--- src/rtl/fpu_fmul.sv ---
// rtl/fpu_fmul.sv - multi-cycle IEEE-754 single-precision multiplier
//
// Purpose: radix-2 shift-add multiply of the 24-bit significands, then
// normalise, round-to-nearest-even and pack. Denormals flush to zero and
// no exception flags are produced.
//
// Ports:
//   clk      in   1  system clock, rising edge
//   rst      in   1  asynchronous active-high reset
//   do_fmul  in   1  one-cycle start pulse, sampled only in IDLE
//   a        in  32  multiplicand (IEEE-754 single)
//   b        in  32  multiplier (IEEE-754 single)
//   q        out 32  result, held until the next operation's NORM
//   valid    out  1  one-cycle completion pulse
//   busy     out  1  high in every state except IDLE
module fpu_fmul (
  input  logic        clk,
  input  logic        rst,
  input  logic        do_fmul,
  input  logic [31:0] a,
  input  logic [31:0] b,
  output logic [31:0] q,
  output logic        valid,
  output logic        busy
);

  localparam int MUL_CYCLES = 24;

  typedef enum logic [1:0] {S_IDLE, S_UNPACK, S_MUL, S_NORM} state_t;

  state_t       state_q, state_d;
  logic         sign_q, sign_d;
  logic [7:0]   ea_q, ea_d;
  logic [7:0]   eb_q, eb_d;
  logic [23:0]  mcand_q, mcand_d;
  logic [23:0]  mplier_q, mplier_d;
  logic [47:0]  acc_q, acc_d;
  logic [4:0]   cnt_q, cnt_d;
  logic         special_q, special_d;
  logic [31:0]  spec_res_q, spec_res_d;
  logic [31:0]  q_q, q_d;
  logic         valid_q, valid_d;

  // Operand classification, evaluated on the raw inputs at start time
  logic        a_zero, a_inf, a_nan, b_zero, b_inf, b_nan, s_in;
  logic        spec_hit;
  logic [31:0] spec_val;

  always_comb begin
    a_zero   = (a[30:23] == 8'd0);
    b_zero   = (b[30:23] == 8'd0);
    a_inf    = (a[30:23] == 8'hFF) && (a[22:0] == 23'd0);
    b_inf    = (b[30:23] == 8'hFF) && (b[22:0] == 23'd0);
    a_nan    = (a[30:23] == 8'hFF) && (a[22:0] != 23'd0);
    b_nan    = (b[30:23] == 8'hFF) && (b[22:0] != 23'd0);
    s_in     = a[31] ^ b[31];
    spec_hit = 1'b1;
    if (a_nan || b_nan || (a_inf && b_zero) || (b_inf && a_zero)) begin
      spec_val = 32'h7FC0_0000;
    end else if (a_inf || b_inf) begin
      spec_val = {s_in, 8'hFF, 23'd0};
    end else if (a_zero || b_zero) begin
      spec_val = {s_in, 31'd0};
    end else begin
      spec_val = 32'd0;
      spec_hit = 1'b0;
    end
  end

  // One shift-add step: add into the upper half, keep the carry, shift right
  logic [24:0] add_sum;

  always_comb begin
    add_sum = {1'b0, acc_q[47:24]} + (mplier_q[0] ? {1'b0, mcand_q} : 25'd0);
  end

  // Normalise, round and pack the finished product
  logic signed [9:0] e_base, e_norm, e_fin;
  logic [22:0]       mant_pre, mant_fin;
  logic [23:0]       mant_rnd;
  logic              guard, sticky, round_up;
  logic [31:0]       packed_res;

  always_comb begin
    e_base = $signed({2'b00, ea_q}) + $signed({2'b00, eb_q}) - 10'sd127;
    if (acc_q[47]) begin
      mant_pre = acc_q[46:24];
      guard    = acc_q[23];
      sticky   = |acc_q[22:0];
      e_norm   = e_base + 10'sd1;
    end else begin
      mant_pre = acc_q[45:23];
      guard    = acc_q[22];
      sticky   = |acc_q[21:0];
      e_norm   = e_base;
    end
    round_up = guard & (sticky | mant_pre[0]);
    mant_rnd = {1'b0, mant_pre} + {23'd0, round_up};
    // Carry out of the fraction means 1.111..1 rounded up to 10.000..0
    if (mant_rnd[23]) begin
      mant_fin = 23'd0;
      e_fin    = e_norm + 10'sd1;
    end else begin
      mant_fin = mant_rnd[22:0];
      e_fin    = e_norm;
    end
    if (e_fin >= 10'sd255) begin
      packed_res = {sign_q, 8'hFF, 23'd0};
    end else if (e_fin <= 10'sd0) begin
      packed_res = {sign_q, 31'd0};
    end else begin
      packed_res = {sign_q, e_fin[7:0], mant_fin};
    end
  end

  // FSM: state register
  always_ff @(posedge clk or posedge rst) begin
    if (rst) begin
      state_q <= S_IDLE;
    end else begin
      state_q <= state_d;
    end
  end

  // FSM: next state
  always_comb begin
    state_d = state_q;
    case (state_q)
      S_IDLE:   if (do_fmul) state_d = S_UNPACK;
      S_UNPACK: state_d = special_q ? S_NORM : S_MUL;
      S_MUL:    if (cnt_q == 5'(MUL_CYCLES - 1)) state_d = S_NORM;
      S_NORM:   state_d = S_IDLE;
      default:  state_d = S_IDLE;
    endcase
  end

  // FSM: outputs
  always_comb begin
    busy  = (state_q != S_IDLE);
    valid = valid_q;
    q     = q_q;
  end

  // Datapath next values
  always_comb begin
    sign_d     = sign_q;
    ea_d       = ea_q;
    eb_d       = eb_q;
    mcand_d    = mcand_q;
    mplier_d   = mplier_q;
    acc_d      = acc_q;
    cnt_d      = cnt_q;
    special_d  = special_q;
    spec_res_d = spec_res_q;
    q_d        = q_q;
    valid_d    = 1'b0;
    case (state_q)
      S_IDLE: begin
        if (do_fmul) begin
          sign_d     = s_in;
          ea_d       = a[30:23];
          eb_d       = b[30:23];
          mcand_d    = {1'b1, a[22:0]};
          mplier_d   = {1'b1, b[22:0]};
          special_d  = spec_hit;
          spec_res_d = spec_val;
        end
      end
      S_UNPACK: begin
        cnt_d = 5'd0;
        acc_d = 48'd0;
      end
      S_MUL: begin
        acc_d    = {add_sum, acc_q[23:1]};
        mplier_d = {1'b0, mplier_q[23:1]};
        cnt_d    = cnt_q + 5'd1;
      end
      S_NORM: begin
        q_d     = special_q ? spec_res_q : packed_res;
        valid_d = 1'b1;
      end
      default: ;
    endcase
  end

  always_ff @(posedge clk or posedge rst) begin
    if (rst) begin
      sign_q     <= 1'b0;
      ea_q       <= 8'd0;
      eb_q       <= 8'd0;
      mcand_q    <= 24'd0;
      mplier_q   <= 24'd0;
      acc_q      <= 48'd0;
      cnt_q      <= 5'd0;
      special_q  <= 1'b0;
      spec_res_q <= 32'd0;
      q_q        <= 32'd0;
      valid_q    <= 1'b0;
    end else begin
      sign_q     <= sign_d;
      ea_q       <= ea_d;
      eb_q       <= eb_d;
      mcand_q    <= mcand_d;
      mplier_q   <= mplier_d;
      acc_q      <= acc_d;
      cnt_q      <= cnt_d;
      special_q  <= special_d;
      spec_res_q <= spec_res_d;
      q_q        <= q_d;
      valid_q    <= valid_d;
    end
  end

endmodule

--- config.mk ---
export PLATFORM = sky130hd
export DESIGN_NAME = fpu_fmul
export DESIGN_NICKNAME = d
export VERILOG_FILES = /design/src/rtl/fpu_fmul.sv
export SDC_FILE = /design/constraint.sdc
export NUM_CORES = 1
export LEC_CHECK = 0
export CORE_MARGIN = 5
export CORE_UTILIZATION = 50
export CTS_CLUSTER_DIAMETER = 30
export DETAILED_ROUTE_END_ITERATION = 16
export GPL_ROUTABILITY_DRIVEN = 0
export HOLD_SLACK_MARGIN = 0.02
export PLACE_DENSITY = 0.72
export SLEW_MARGIN = 30
export SYNTH_ARGS = -nofsm -noshare
export SYNTH_HDL_FRONTEND = slang
export SYNTH_SLANG_ARGS = --single-unit
--- constraint.sdc ---
create_clock -name clk -period 6.7 [get_ports clk]
set_input_delay 2.01 -clock clk [delete_from_list [all_inputs] [get_ports clk]]
set_output_delay 2.01 -clock clk [all_outputs]
set_load 0.05 [all_outputs]
==> results_tabular.tex, run 1 <==
\begin{tabular}{lr}
\hline
Metric & Value \\
\hline
\multicolumn{2}{l}{\textbf{Final layout}} \\
Syn-to-layout area delta & 18.1\% \\
Non-filler cells in the finished layout & between 1000 and 1500 \\
N\_diodes & 0 \\
Final Instance Area & 11700 sq um \\
Final net count & roughly 1200 \\
Ratio of cells with drive above 1 in the final layout & 0.0857 \\
\multicolumn{2}{l}{\textbf{Clock tree}} \\
Number of hold buffers added after CTS & 0 \\
Clock transition at the registers of the reported paths & around 0.060 ns \\
Number of buffers inserted during clock tree synthesis & 17 \\
Post-CTS Repair Setup Buffers & 0 \\
Number of buffers on the longest clock path & 2 \\
Clock H-tree levels & 4 \\
Clock tree root buffer cell & sky130\_fd\_sc\_hd\_\_clkbuf\_16 \\
Clk sinks & between 150 and 200 \\
Clock latency on the worst-skew pair & 0.42 ns \\
CTS resizes & 0 \\
CTS tree & done \\
\multicolumn{2}{l}{\textbf{Worst setup path}} \\
Worst path arrival time & around 5.0 ns \\
Maximum fanout along the worst path & 20 \\
Critical path startpoint category & flip-flop \\
Worst Setup Path Type & flip-flop to flip-flop \\
Data required time at the worst endpoint & between 7 and 8 ns \\
Crit. End Element & flip-flop \\
\multicolumn{2}{l}{\textbf{Floorplanning}} \\
I/O pin cnt & between 100 and 150 \\
Number of standard-cell rows in the floorplan & 51 \\
Die Y & roughly 150 microns \\
Initial Util & 0.508 \\
Die width & around 150 microns \\
Area of the placeable core & between 15000 and 20000 sq um \\
Die footprint & roughly 23000 sq um \\
\multicolumn{2}{l}{\textbf{Logic synthesis}} \\
Number of distinct library cells after synthesis & between 70 and 80 \\
Top flip-flop cell by instance count after synthesis & sky130\_fd\_sc\_hd\_\_dfrtp\_1 \\
Avg Synthesized Cell Area & approximately 9.4 sq um \\
Fraction of registers with async set/reset & 1.00 \\
Most common cell in the synthesized netlist & sky130\_fd\_sc\_hd\_\_dfrtp\_1 \\
Nets in the synthesized netlist & around 1200 \\
Share of synthesized area occupied by flip-flops and latches & 0.397 \\
Register bit total from synthesis & 157 \\
Syn Std Cell Area & $\sim$10000 sq um \\
Top area cells in the synthesized netlist & sky130\_fd\_sc\_hd\_\_dfrtp\_1 40\%, sky130\_fd\_sc\_hd\_\_ha\_1 5.9\%, sky130\_fd\_sc\_hd\_\_mux2\_2 4.8\%, sky130\_fd\_sc\_hd\_\_mux2i\_1 4.2\%, sky130\_fd\_sc\_hd\_\_nand2\_1 3.1\% \\
Biggest area consumer among synthesized cells & sky130\_fd\_sc\_hd\_\_dfrtp\_1 \\
Leading post-synthesis cells by instance count & 157 x sky130\_fd\_sc\_hd\_\_dfrtp\_1, 82 x sky130\_fd\_sc\_hd\_\_nand2\_1, 80 x sky130\_fd\_sc\_hd\_\_inv\_1 \\
Instance count of the mapped netlist & roughly 1100 \\
Number of enable-type register cells in the synthesized netlist & 0 \\
Top-area cell type share of the netlist area & 0.397 \\
Yosys synthesis warning count & 0 \\
\multicolumn{2}{l}{\textbf{Place}} \\
Total instance count after detailed placement & roughly 1400 \\
Post-placement cell area & about 11000 sq um \\
Count of port buffers added during placement & 100 \\
Hpwl dp & about 17000 microns \\
\multicolumn{2}{l}{\textbf{Global routing}} \\
Via count of the first global-routing pass & between 7000 and 8000 \\
Remaining Overflow, GRT & 0 \\
Wire length of the first global-routing pass & between 30000 and 40000 microns \\
Global Route met1 Usage & 0.316 \\
Global Route met3 Usage & 0.0325 \\
Routing usage on met2 & 0.329 \\
Busiest metal layer after global routing & met2 \\
Total track usage & 0.212 \\
Number of antenna violations at the first check in global routing & 0 \\
Pin count of the biggest net entering global routing & 80 \\
\multicolumn{2}{l}{\textbf{Timing}} \\
Setup Total Neg Slack & 0 ns \\
Period utilization & 0.694 \\
Final count of hold timing violations & 0 \\
Actual slew at the worst max-slew pin & 0.843 ns \\
Setup-failing EPs final & 0 \\
Relative slew slack & 0.433 \\
Final critical-path required period & 4.65 ns \\
Worst clock skew & 0.00780 ns \\
Maximum clock rate & between 200 and 250 MHz \\
Setup repair after global routing missed its margin & false \\
Count of final max-slew check failures & 0 \\
\multicolumn{2}{l}{\textbf{Power and ir drop}} \\
Cell-internal power & 3270 uW \\
Cell leakage power & around 0.0048 uW \\
Part of the power in the clock network & 0.157 \\
Switching power of the nets & about 2800 uW \\
Switching power as a share of total power & 0.465 \\
Power per cell area & 524 nW/um\^{}2 \\
Proportion of power drawn by combinational gates & 0.587 \\
Proportion of power drawn by flip-flops and latches & 0.256 \\
Maximum vdd ir drop & a little under 0.0003 V \\
\multicolumn{2}{l}{\textbf{Routing}} \\
Starting DRT DRC Count & approximately 610 \\
Number of antenna-violating nets in the routed design & 0 \\
Detailed-route DRC error count & 0 \\
Wire length per cell after detailed routing & 16.6 microns \\
Detailed-route wire length & $\sim$23000 microns \\
Vias/cell & 5.81 \\
Number of vias after detailed routing & 8174 \\
Detailed-router iteration count before antenna repair & 6 \\
\multicolumn{2}{l}{\textbf{Outcome}} \\
Status & finished clean \\
\multicolumn{2}{l}{\textbf{Hold path}} \\
Hold Path Class & flip-flop to flip-flop \\
\multicolumn{2}{l}{\textbf{Job}} \\
Maximum capacitance violations & 0 \\
\hline
\end{tabular}
cell usage in the layout, fill, tap and decap left out, types with 15 or more instances in the layout:
cell type	Yosys	layout
sky130_fd_sc_hd__o21ai_0	57	57
sky130_fd_sc_hd__nand3_1	35	35
sky130_fd_sc_hd__dfrtp_1	157	156
sky130_fd_sc_hd__clkdlybuf4s50_1	0	100
sky130_fd_sc_hd__ha_1	47	46
sky130_fd_sc_hd__nor2_1	46	46
sky130_fd_sc_hd__mux2i_1	41	41
sky130_fd_sc_hd__nand2_1	82	81
sky130_fd_sc_hd__nor4_1	26	26
sky130_fd_sc_hd__and2_1	30	30
sky130_fd_sc_hd__a21o_1	15	15
sky130_fd_sc_hd__o2bb2ai_1	20	20
sky130_fd_sc_hd__inv_1	80	79
sky130_fd_sc_hd__nor3_1	17	17
sky130_fd_sc_hd__a21oi_1	35	35
sky130_fd_sc_hd__xnor2_1	31	31
sky130_fd_sc_hd__mux2_2	42	42
sky130_fd_sc_hd__nand4_1	17	17
sky130_fd_sc_hd__xor2_1	18	18
sky130_fd_sc_hd__o22ai_1	42	42
sky130_fd_sc_hd__clkbuf_16	0	17
worst max-delay path, cell delays in order, from the launching register on:
cell and delay, ns:
sky130_fd_sc_hd__dfrtp_1 0.39, sky130_fd_sc_hd__ha_1 0.32, sky130_fd_sc_hd__ha_1 0.26, sky130_fd_sc_hd__fa_1 0.63, sky130_fd_sc_hd__and4b_1 0.29, sky130_fd_sc_hd__xnor2_1 0.17
sky130_fd_sc_hd__nor3_1 0.39, sky130_fd_sc_hd__nand4b_1 0.26, sky130_fd_sc_hd__a211oi_2 0.25, sky130_fd_sc_hd__and3_1 0.21, sky130_fd_sc_hd__mux2i_1 0.18, sky130_fd_sc_hd__buf_4 0.18
sky130_fd_sc_hd__nand4_1 0.64, sky130_fd_sc_hd__o2bb2ai_1 0.37
stage by stage:
step | hold slack, ns | total power, uW | utilization | setup slack (ns)
2_1_floorplan | 0.426 | 4290 | - | 0.455
3_3_place_gp | 0.442 | 5050 | 0.570 | 2.21
3_5_place_dp | 0.451 | 5120 | 0.570 | 2.07
4_1_cts | 0.467 | 6100 | 0.600 | 2.04
5_1_grt | 0.508 | 6560 | 0.600 | 1.66
6_report | 0.472 | 6110 | 0.600 | 2.05
layout make-up:
class / count / area [sq um]
Timing Repair Buffer: 111 / 1080
Multi-Input combinational cell: 764 / 5450
Inverter: 80 / 305
Sequential cell: 157 / 3930
Tap cell: 265 / 332
Fill cell: 1664 / 7790
Clock buffer: 21 / 460
Clock inverter: 10 / 114
kinds of logic (layout without fill, tap and decap cells):
kind of cell    Yosys count  after routing  share of synthesized area
compound gates          269            269                      0.186
xor+xnor                 51             51                     0.0480
fa+ha+maj                49             49                     0.0635
buf+inv                 130            222                     0.0523
flops                   157            157                      0.397
mux                      83             83                     0.0894
simple gates            312            312                      0.164
per-layer routing:
layer,vias to the layer above,part of all wire
met5,-,0
met4,0,0.011
met3,21,0.049
met2,209,0.45
met1,3916,0.49
li1,4028,-
power groups by stage:
stage                     clock [uW]  combinational (uW)  sequential [uW]
after floorplan                    0                2570             1720
after global placement             0                3480             1560
after detailed placement           0                3540             1580
after CTS                        967                3570             1570
after global routing            1010                3940             1610
final                            957                3590             1570
flip-flops by register name (all words and copies together) (netlist names), 2 cells and up:
signal and cells:
q 32, acc_q 48, spec_res_q 3, mcand_q 24
cnt_q 5, eb_q 8, mplier_q 24, state_q 2
ea_q 8
path summary, 6_finish.rpt:
path / from / to / slack, ns / cells past startpoint
worst max-delay path: ea_q[1] / q[10] / 2.05 / 13
worst min-delay path: mcand_q[23] / mcand_q[23] / 0.47 / 1
worst max register to register: ea_q[1] / q[10] / 2.05 / 13
worst min register to register: mcand_q[23] / mcand_q[23] / 0.47 / 1
max in group asynchronous: rst / acc_q[47] / 3.55 / 3
min in group asynchronous: rst / mplier_q[1] / 2.08 / 2
No activity file was read; power rests on OpenSTA's default activity.
==> inputs of run 2 (changes only) <==
--- a/config.mk
+++ b/config.mk
@@ -11,7 +11,7 @@
 export DETAILED_ROUTE_END_ITERATION = 16
 export GPL_ROUTABILITY_DRIVEN = 0
 export HOLD_SLACK_MARGIN = 0.02
-export PLACE_DENSITY = 0.72
+export PLACE_DENSITY = 0.74
 export SLEW_MARGIN = 30
 export SYNTH_ARGS = -nofsm -noshare
 export SYNTH_HDL_FRONTEND = slang
==> constraint.sdc (replaced) <==
create_clock -name clk -period 3.8 [get_ports clk]
set_input_delay 1.14 -clock clk [delete_from_list [all_inputs] [get_ports clk]]
set_output_delay 1.14 -clock clk [all_outputs]
set_load 0.05 [all_outputs]
==> results_tabular.tex, run 2 (same netlist as run 1, synthesis figures left out) <==
\begin{tabular}{lr}
\hline
Metric & Value \\
\hline
\multicolumn{2}{l}{\textbf{Outcome}} \\
Status & complete, but fails checks (was finished clean) \\
Failing checks & setup timing \\
\multicolumn{2}{l}{\textbf{Worst setup path}} \\
Critical path buffers and inverters & 2 (was 1) \\
Maximum fanout along the worst path & 5 (was 20) \\
Worst path arrival time & 4.20 ns (was 4.97 ns) \\
Largest delay share family, worst path & simple AND/OR/NAND/NOR gates (unchanged) \\
Worst Setup Path Type & flip-flop to flip-flop (unchanged) \\
Critical path startpoint category & flip-flop (unchanged) \\
Crit. End Element & flip-flop (unchanged) \\
Data required time at the worst endpoint & 4.15 ns (was 7.03 ns) \\
Slowest Stage Delay on Critical Path & 0.41 ns (was 0.64 ns) \\
Critical-path cell list & ha\_1, ha\_2, fa\_2, a211o\_1, nand2\_2, nand4\_1, or3\_4, a211oi\_4, and3\_4, mux2i\_4, nand4\_1, buf\_6, buf\_6, o2bb2ai\_1 (was ha\_1, ha\_1, fa\_1, and4b\_1, xnor2\_1, nor3\_1, nand4b\_1, a211oi\_2, and3\_1, mux2i\_1, buf\_4, nand4\_1, o2bb2ai\_1) \\
Critical-path cell with the highest stage delay & sky130\_fd\_sc\_hd\_\_fa\_2 (was sky130\_fd\_sc\_hd\_\_nand4\_1) \\
\multicolumn{2}{l}{\textbf{Power and ir drop}} \\
Cell leakage power & 0.00513 uW (was 0.00479 uW) \\
Maximum vdd ir drop & 0.000502 V (was 0.000293 V) \\
Power per cell area & 966 nW/um\^{}2 (was 524 nW/um\^{}2) \\
\multicolumn{2}{l}{\textbf{Final layout}} \\
Combined flip-flop and latch cell area & 3930 sq um (about the same) \\
Final Instance Area & 12500 sq um (was 11700 sq um) \\
Syn-to-layout area delta & 26.5\% (was 18.1\%) \\
Number of flip-flops under the largest register name & 48 (unchanged) \\
Final net count & 1291 (was 1247) \\
Ratio of cells with drive above 1 in the final layout & 0.157 (was 0.0857) \\
Final core utilization & 0.643 (was 0.600) \\
Most used cells in the layout excluding fill and tap cells & 155 x sky130\_fd\_sc\_hd\_\_dfrtp\_1, 100 x sky130\_fd\_sc\_hd\_\_clkdlybuf4s50\_1, 80 x sky130\_fd\_sc\_hd\_\_nand2\_1, 79 x sky130\_fd\_sc\_hd\_\_inv\_1, 54 x sky130\_fd\_sc\_hd\_\_o21ai\_0 (was 156 x sky130\_fd\_sc\_hd\_\_dfrtp\_1, 100 x sky130\_fd\_sc\_hd\_\_clkdlybuf4s50\_1, 81 x sky130\_fd\_sc\_hd\_\_nand2\_1, 79 x sky130\_fd\_sc\_hd\_\_inv\_1, 57 x sky130\_fd\_sc\_hd\_\_o21ai\_0) \\
Register with the most flip-flops & acc\_q (unchanged) \\
Number of fill cells in the layout & 1591 (was 1664) \\
N\_diodes & 0 (unchanged) \\
Leading cell type in the layout, fill and taps excluded & sky130\_fd\_sc\_hd\_\_dfrtp\_1 (unchanged) \\
Multi-input gate area in the final layout & 5820 sq um (was 5450 sq um) \\
\multicolumn{2}{l}{\textbf{Routing}} \\
Detailed-router iteration count before antenna repair & 5 (was 6) \\
Wire length per cell after detailed routing & 16.6 microns (about the same) \\
Detailed-route DRC error count & 0 (unchanged) \\
Number of vias after detailed routing & 8354 (was 8174) \\
Detailed-route wire length & 24100 microns (was 23400 microns) \\
Number of antenna-violating nets in the routed design & 0 (unchanged) \\
Starting DRT DRC Count & 481 (was 609) \\
Vias/cell & 5.75 (was 5.81) \\
\multicolumn{2}{l}{\textbf{Floorplanning}} \\
Number of standard-cell rows in the floorplan & 51 (unchanged) \\
Die footprint & 22700 sq um (unchanged) \\
I/O pin cnt & 101 (unchanged) \\
Die Y & 151 microns (unchanged) \\
Area of the placeable core & 19500 sq um (unchanged) \\
Initial Util & 0.508 (unchanged) \\
Die width & 151 microns (unchanged) \\
\multicolumn{2}{l}{\textbf{Clock tree}} \\
Clock tree root buffer cell & sky130\_fd\_sc\_hd\_\_clkbuf\_16 (unchanged) \\
CTS tree & done (unchanged) \\
Clock H-tree levels & 4 (unchanged) \\
Clk sinks & 157 (unchanged) \\
Clock latency on the worst-skew pair & 0.43 ns (was 0.42 ns) \\
Number of buffers inserted during clock tree synthesis & 17 (unchanged) \\
Number of buffers on the longest clock path & 2 (unchanged) \\
Clock transition at the registers of the reported paths & 0.07 ns (was 0.06 ns) \\
\multicolumn{2}{l}{\textbf{Job}} \\
Maximum capacitance violations & 0 (unchanged) \\
\multicolumn{2}{l}{\textbf{Global routing}} \\
Remaining Overflow, GRT & 0 (unchanged) \\
Via count of the first global-routing pass & 7776 (was 7885) \\
Wire length of the first global-routing pass & 38700 microns (was 39300 microns) \\
Pin count of the biggest net entering global routing & 48 (was 80) \\
Number of antenna violations at the first check in global routing & 0 (unchanged) \\
Total track usage & 0.210 (was 0.212) \\
\multicolumn{2}{l}{\textbf{Place}} \\
Post-placement setup slack & -0.145 ns (was 2.07 ns) \\
Post-placement cell area & 11400 sq um (was 11100 sq um) \\
Hpwl dp & 17800 microns (was 17200 microns) \\
Count of port buffers added during placement & 100 (unchanged) \\
\multicolumn{2}{l}{\textbf{Timing}} \\
Setup slack of the critical path after layout & -0.0531 ns (was 2.05 ns) \\
Worst hold margin & 0.461 ns (was 0.472 ns) \\
Maximum clock rate & 260 MHz (was 215 MHz) \\
Count of final max-slew check failures & 0 (unchanged) \\
Setup repair after global routing missed its margin & true (was false) \\
Setup-failing EPs final & 15 (was 0) \\
Worst clock skew & 0.00940 ns (was 0.00780 ns) \\
Relative slew slack & 0.0889 (was 0.433) \\
Final critical-path required period & 3.85 ns (was 4.65 ns) \\
Final count of hold timing violations & 0 (unchanged) \\
Period utilization & 1.01 (was 0.694) \\
Actual slew at the worst max-slew pin & 1.37 ns (was 0.843 ns) \\
\multicolumn{2}{l}{\textbf{Hold path}} \\
Hold Path Class & flip-flop to flip-flop (unchanged) \\
\hline
\end{tabular}
## run 2: cell types whose count changed in the layout (fill, tap and decap cells not counted), moves of 5 or more
cell and change:
sky130_fd_sc_hd__inv_6 +5, sky130_fd_sc_hd__buf_12 +6, sky130_fd_sc_hd__o2bb2ai_4 +8, sky130_fd_sc_hd__buf_4 +32
sky130_fd_sc_hd__o2bb2ai_1 -17, sky130_fd_sc_hd__o2bb2ai_2 +9
## run 2: layout make-up
cell class              instances  share of cell area
clock buffers                  18              0.0351
clock inverters                14              0.0115
inverters                      80              0.0243
multi-input cells             764               0.465
flip-flops and latches        157               0.314
well taps                     265              0.0265
repair buffers                155               0.123
## run 2: worst paths after layout
check,start,end,slack (ns),cells after the start
setup / recovery,eb_q[1],q[21],-0.05,14
hold / removal,mcand_q[23],mcand_q[23],0.46,1
setup reg to reg,eb_q[1],q[21],-0.05,14
hold reg to reg,mcand_q[23],mcand_q[23],0.46,1
max in group asynchronous,rst,acc_q[47],1.93,3
min in group asynchronous,rst,q[9],1.20,2
## run 2: report_power, final
group          switching (uW)  internal [uW]  leakage, uW  total [uW]
sequential                499           2270      0.00203        2770
clock                     773            943     0.000275        1720
combinational            4310           3290      0.00282        7600
total                    5590           6500      0.00513       12100
## run 2: stage by stage
stage	cells	power, uW	setup TNS [ns]
finish	1453	12100	-0.326
global route	1453	12900	-3.90
CTS	1442	11200	0
detailed placement	1410	9480	-3.03
global placement	1410	9330	-0.833
floorplan	1051	7560	0
## run 2: metal layers
metal	share of wire	global-route usage
met1	0.48	0.315
met2	0.46	0.320
met3	0.048	0.0343
met4	0.0086	0.0467
met5	0	0
## run 2: repair_timing
action | 4_1_cts | 5_1_grt
resized for setup | 2 | 59
setup endpoints to repair | 31 | 33
cloned | 0 | 3
hold buffers | 0 | 0
pin swaps | 0 | 40
setup buffers | 0 | 8
==> inputs of run 3 (changes only) <==
--- a/config.mk
+++ b/config.mk
@@ -5,13 +5,13 @@
 export SDC_FILE = /design/constraint.sdc
 export NUM_CORES = 1
 export LEC_CHECK = 0
-export CORE_MARGIN = 5
-export CORE_UTILIZATION = 50
+export CORE_MARGIN = 4
+export CORE_UTILIZATION = 35
 export CTS_CLUSTER_DIAMETER = 30
 export DETAILED_ROUTE_END_ITERATION = 16
+export DONT_BUFFER_PORTS = 1
 export GPL_ROUTABILITY_DRIVEN = 0
 export HOLD_SLACK_MARGIN = 0.02
-export PLACE_DENSITY = 0.74
 export SLEW_MARGIN = 30
 export SYNTH_ARGS = -nofsm -noshare
 export SYNTH_HDL_FRONTEND = slang
==> results_tabular.tex, run 3 (same netlist as run 1, synthesis figures left out) <==
\begin{tabular}{lr}
\hline
Metric & Value \\
\hline
\multicolumn{2}{l}{\textbf{Power and ir drop}} \\
Maximum vdd ir drop & 0.000412 V (was 0.000502 V) \\
Proportion of power drawn by combinational gates & 0.567 (was 0.629) \\
Cell-internal power & 6070 uW (was 6500 uW) \\
Switching power of the nets & 5350 uW (was 5590 uW) \\
Proportion of power drawn by flip-flops and latches & 0.280 (was 0.229) \\
Switching power as a share of total power & 0.468 (was 0.462) \\
Cell leakage power & 0.00464 uW (was 0.00513 uW) \\
Part of the power in the clock network & 0.153 (was 0.142) \\
Power per cell area & 1010 nW/um\^{}2 (was 966 nW/um\^{}2) \\
\multicolumn{2}{l}{\textbf{Outcome}} \\
Status & finished clean (was complete, but fails checks) \\
\multicolumn{2}{l}{\textbf{Timing}} \\
Setup-failing EPs final & 0 (was 15) \\
Worst clock skew & 0.0131 ns (was 0.00940 ns) \\
Period utilization & 0.971 (was 1.01) \\
Final count of hold timing violations & 0 (unchanged) \\
Actual slew at the worst max-slew pin & 0.735 ns (was 1.37 ns) \\
Maximum clock rate & 271 MHz (was 260 MHz) \\
Setup slack of the critical path after layout & 0.112 ns (was -0.0531 ns) \\
Final critical-path required period & 3.69 ns (was 3.85 ns) \\
Relative slew slack & 0.510 (was 0.0889) \\
Setup repair after global routing missed its margin & true (unchanged) \\
Count of final max-slew check failures & 0 (unchanged) \\
\multicolumn{2}{l}{\textbf{Global routing}} \\
Remaining Overflow, GRT & 0 (unchanged) \\
Total track usage & 0.157 (was 0.210) \\
Pin count of the biggest net entering global routing & 117 (was 48) \\
Global Route met3 Usage & 0.0450 (was 0.0343) \\
Global Route met1 Usage & 0.216 (was 0.315) \\
Wire length of the first global-routing pass & 39900 microns (was 38700 microns) \\
Busiest metal layer after global routing & met2 (unchanged) \\
Via count of the first global-routing pass & 7643 (was 7776) \\
Routing usage on met2 & 0.244 (was 0.320) \\
Number of antenna violations at the first check in global routing & 0 (unchanged) \\
\multicolumn{2}{l}{\textbf{Clock tree}} \\
CTS tree & done (unchanged) \\
Clock tree root buffer cell & sky130\_fd\_sc\_hd\_\_clkbuf\_16 (unchanged) \\
Clock transition at the registers of the reported paths & 0.07 ns (about the same) \\
Clock H-tree levels & 4 (unchanged) \\
Clock latency on the worst-skew pair & 0.44 ns (was 0.43 ns) \\
Number of hold buffers added after CTS & 0 (unchanged) \\
Number of buffers on the longest clock path & 2 (unchanged) \\
Clk sinks & 157 (unchanged) \\
Number of buffers inserted during clock tree synthesis & 17 (unchanged) \\
\multicolumn{2}{l}{\textbf{Routing}} \\
Detailed-router iteration count before antenna repair & 4 (was 5) \\
Detailed-route DRC error count & 0 (unchanged) \\
Vias/cell & 5.34 (was 5.75) \\
Number of vias after detailed routing & 7826 (was 8354) \\
Detailed-route wire length & 24200 microns (was 24100 microns) \\
Starting DRT DRC Count & 394 (was 481) \\
Number of antenna-violating nets in the routed design & 0 (unchanged) \\
Wire length per cell after detailed routing & 16.5 microns (was 16.6 microns) \\
\multicolumn{2}{l}{\textbf{Worst setup path}} \\
Data required time at the worst endpoint & 4.12 ns (was 4.15 ns) \\
R2R Path Start & ea\_q[1] (was eb\_q[1]) \\
Worst path arrival time & 4.01 ns (was 4.20 ns) \\
Critical path capture point & q[16] (was q[21]) \\
Reg-to-reg critical path endpoint & q[16] (was q[21]) \\
Launching instance or port of the critical path & ea\_q[1] (was eb\_q[1]) \\
Critical path startpoint category & flip-flop (unchanged) \\
Crit. End Element & flip-flop (unchanged) \\
FF-to-FF setup slack & 0.11 ns (was -0.05 ns) \\
Worst Setup Path Type & flip-flop to flip-flop (unchanged) \\
Maximum fanout along the worst path & 20 (was 5) \\
Cell depth of the worst flop-to-flop path & 13 (was 14) \\
\multicolumn{2}{l}{\textbf{Final layout}} \\
Number of fill cells in the layout & 2707 (was 1591) \\
Number of flip-flops under the largest register name & 48 (unchanged) \\
Ratio of cells with drive above 1 in the final layout & 0.145 (was 0.157) \\
Register with the most flip-flops & acc\_q (unchanged) \\
Final net count & 1190 (was 1291) \\
Leading cell type in the layout, fill and taps excluded & sky130\_fd\_sc\_hd\_\_dfrtp\_1 (unchanged) \\
Syn-to-layout area delta & 14.1\% (was 26.5\%) \\
N\_diodes & 0 (unchanged) \\
Non-filler cells in the finished layout & 1465 (was 1453) \\
Most used cells in the layout excluding fill and tap cells & 156 x sky130\_fd\_sc\_hd\_\_dfrtp\_1, 79 x sky130\_fd\_sc\_hd\_\_inv\_1, 79 x sky130\_fd\_sc\_hd\_\_nand2\_1, 52 x sky130\_fd\_sc\_hd\_\_o21ai\_0, 52 x sky130\_fd\_sc\_hd\_\_buf\_4 (was 155 x sky130\_fd\_sc\_hd\_\_dfrtp\_1, 100 x sky130\_fd\_sc\_hd\_\_clkdlybuf4s50\_1, 80 x sky130\_fd\_sc\_hd\_\_nand2\_1, 79 x sky130\_fd\_sc\_hd\_\_inv\_1, 54 x sky130\_fd\_sc\_hd\_\_o21ai\_0) \\
Final Instance Area & 11300 sq um (was 12500 sq um) \\
\multicolumn{2}{l}{\textbf{Floorplanning}} \\
Initial Util & 0.355 (was 0.508) \\
Area of the placeable core & 27900 sq um (was 19500 sq um) \\
Number of standard-cell rows in the floorplan & 61 (was 51) \\
Die width & 176 microns (was 151 microns) \\
Die Y & 176 microns (was 151 microns) \\
I/O pin cnt & 101 (unchanged) \\
Die footprint & 31000 sq um (was 22700 sq um) \\
\multicolumn{2}{l}{\textbf{Place}} \\
Post-placement cell area & 10600 sq um (was 11400 sq um) \\
Count of port buffers added during placement & 0 (was 100) \\
Hpwl dp & 18300 microns (was 17800 microns) \\
Total instance count after detailed placement & 1429 (was 1410) \\
Post-placement setup slack & -0.0728 ns (was -0.145 ns) \\
\multicolumn{2}{l}{\textbf{Hold path}} \\
Hold Path Class & flip-flop to flip-flop (unchanged) \\
\multicolumn{2}{l}{\textbf{Job}} \\
Maximum capacitance violations & 0 (unchanged) \\
\hline
\end{tabular}
run 3: cell type report:
| type | instances | area, sq um | area share |
|---|---|---|---|
| inverter | 80 | 304 | 0.0270 |
| clock buffer | 17 | 425 | 0.0377 |
| sequential | 157 | 3930 | 0.349 |
| multi-input combinational | 764 | 5530 | 0.490 |
| clock inverter | 15 | 186 | 0.0165 |
| tap | 378 | 473 | 0.0419 |
| timing repair buffer | 54 | 430 | 0.0382 |
run 3: critical path, cell delays in order, from the launching register on:
cell	delay [ns]
sky130_fd_sc_hd__dfrtp_1	0.41
sky130_fd_sc_hd__ha_4	0.25
sky130_fd_sc_hd__ha_4	0.16
sky130_fd_sc_hd__fa_2	0.40
sky130_fd_sc_hd__a211o_1	0.32
sky130_fd_sc_hd__nand2_2	0.10
sky130_fd_sc_hd__nand4_1	0.19
sky130_fd_sc_hd__or3_4	0.44
sky130_fd_sc_hd__a211oi_4	0.27
sky130_fd_sc_hd__xnor2_1	0.11
sky130_fd_sc_hd__or4_1	0.53
sky130_fd_sc_hd__nand4_1	0.15
sky130_fd_sc_hd__buf_12	0.17
sky130_fd_sc_hd__o2bb2ai_1	0.08
run 3: worst min path at each step:
| stage | from | end | slack, ns | depth (start not counted) |
|---|---|---|---|---|
| floorplan | mcand_q[23] | mcand_q[23] | 0.43 | 1 |
| global placement | mcand_q[23] | mcand_q[23] | 0.44 | 1 |
| detailed placement | mcand_q[23] | mcand_q[23] | 0.44 | 1 |
| CTS | mcand_q[23] | mcand_q[23] | 0.47 | 1 |
| global route | mcand_q[23] | mcand_q[23] | 0.48 | 1 |
| finish | mcand_q[23] | mcand_q[23] | 0.46 | 1 |
run 3: power by group through the flow:
stage	clock, uW	combinational [uW]	sequential (uW)
floorplan	0	4530	3030
global placement	0	6120	3210
detailed placement	0	6200	3240
CTS	1790	6270	3200
global route	1860	7200	3290
finish	1750	6470	3200
run 3: layer usage:
metal	wire length, microns	vias to the layer above
li1	-	3898
met1	11600	3780
met2	10900	131
met3	1460	17
met4	274	0
met5	0	-
run 3: repair_timing:
action | CTS | global route
pin swaps | 0 | 12
gates resized for setup | 4 | 17
endpoints found under the setup margin | 23 | 31
buffers inserted | 0 | 4
run 3: through the flow:
stage	power, uW	utilization	setup TNS [ns]	hold slack, ns
3_5_place_dp	9440	0.379	-0.966	0.445
2_1_floorplan	7560	-	0	0.426
5_1_grt	12400	0.405	-1.38	0.484
3_3_place_gp	9330	0.379	-0.000573	0.441
4_1_cts	11300	0.401	0	0.465
6_report	11400	0.405	0	0.461
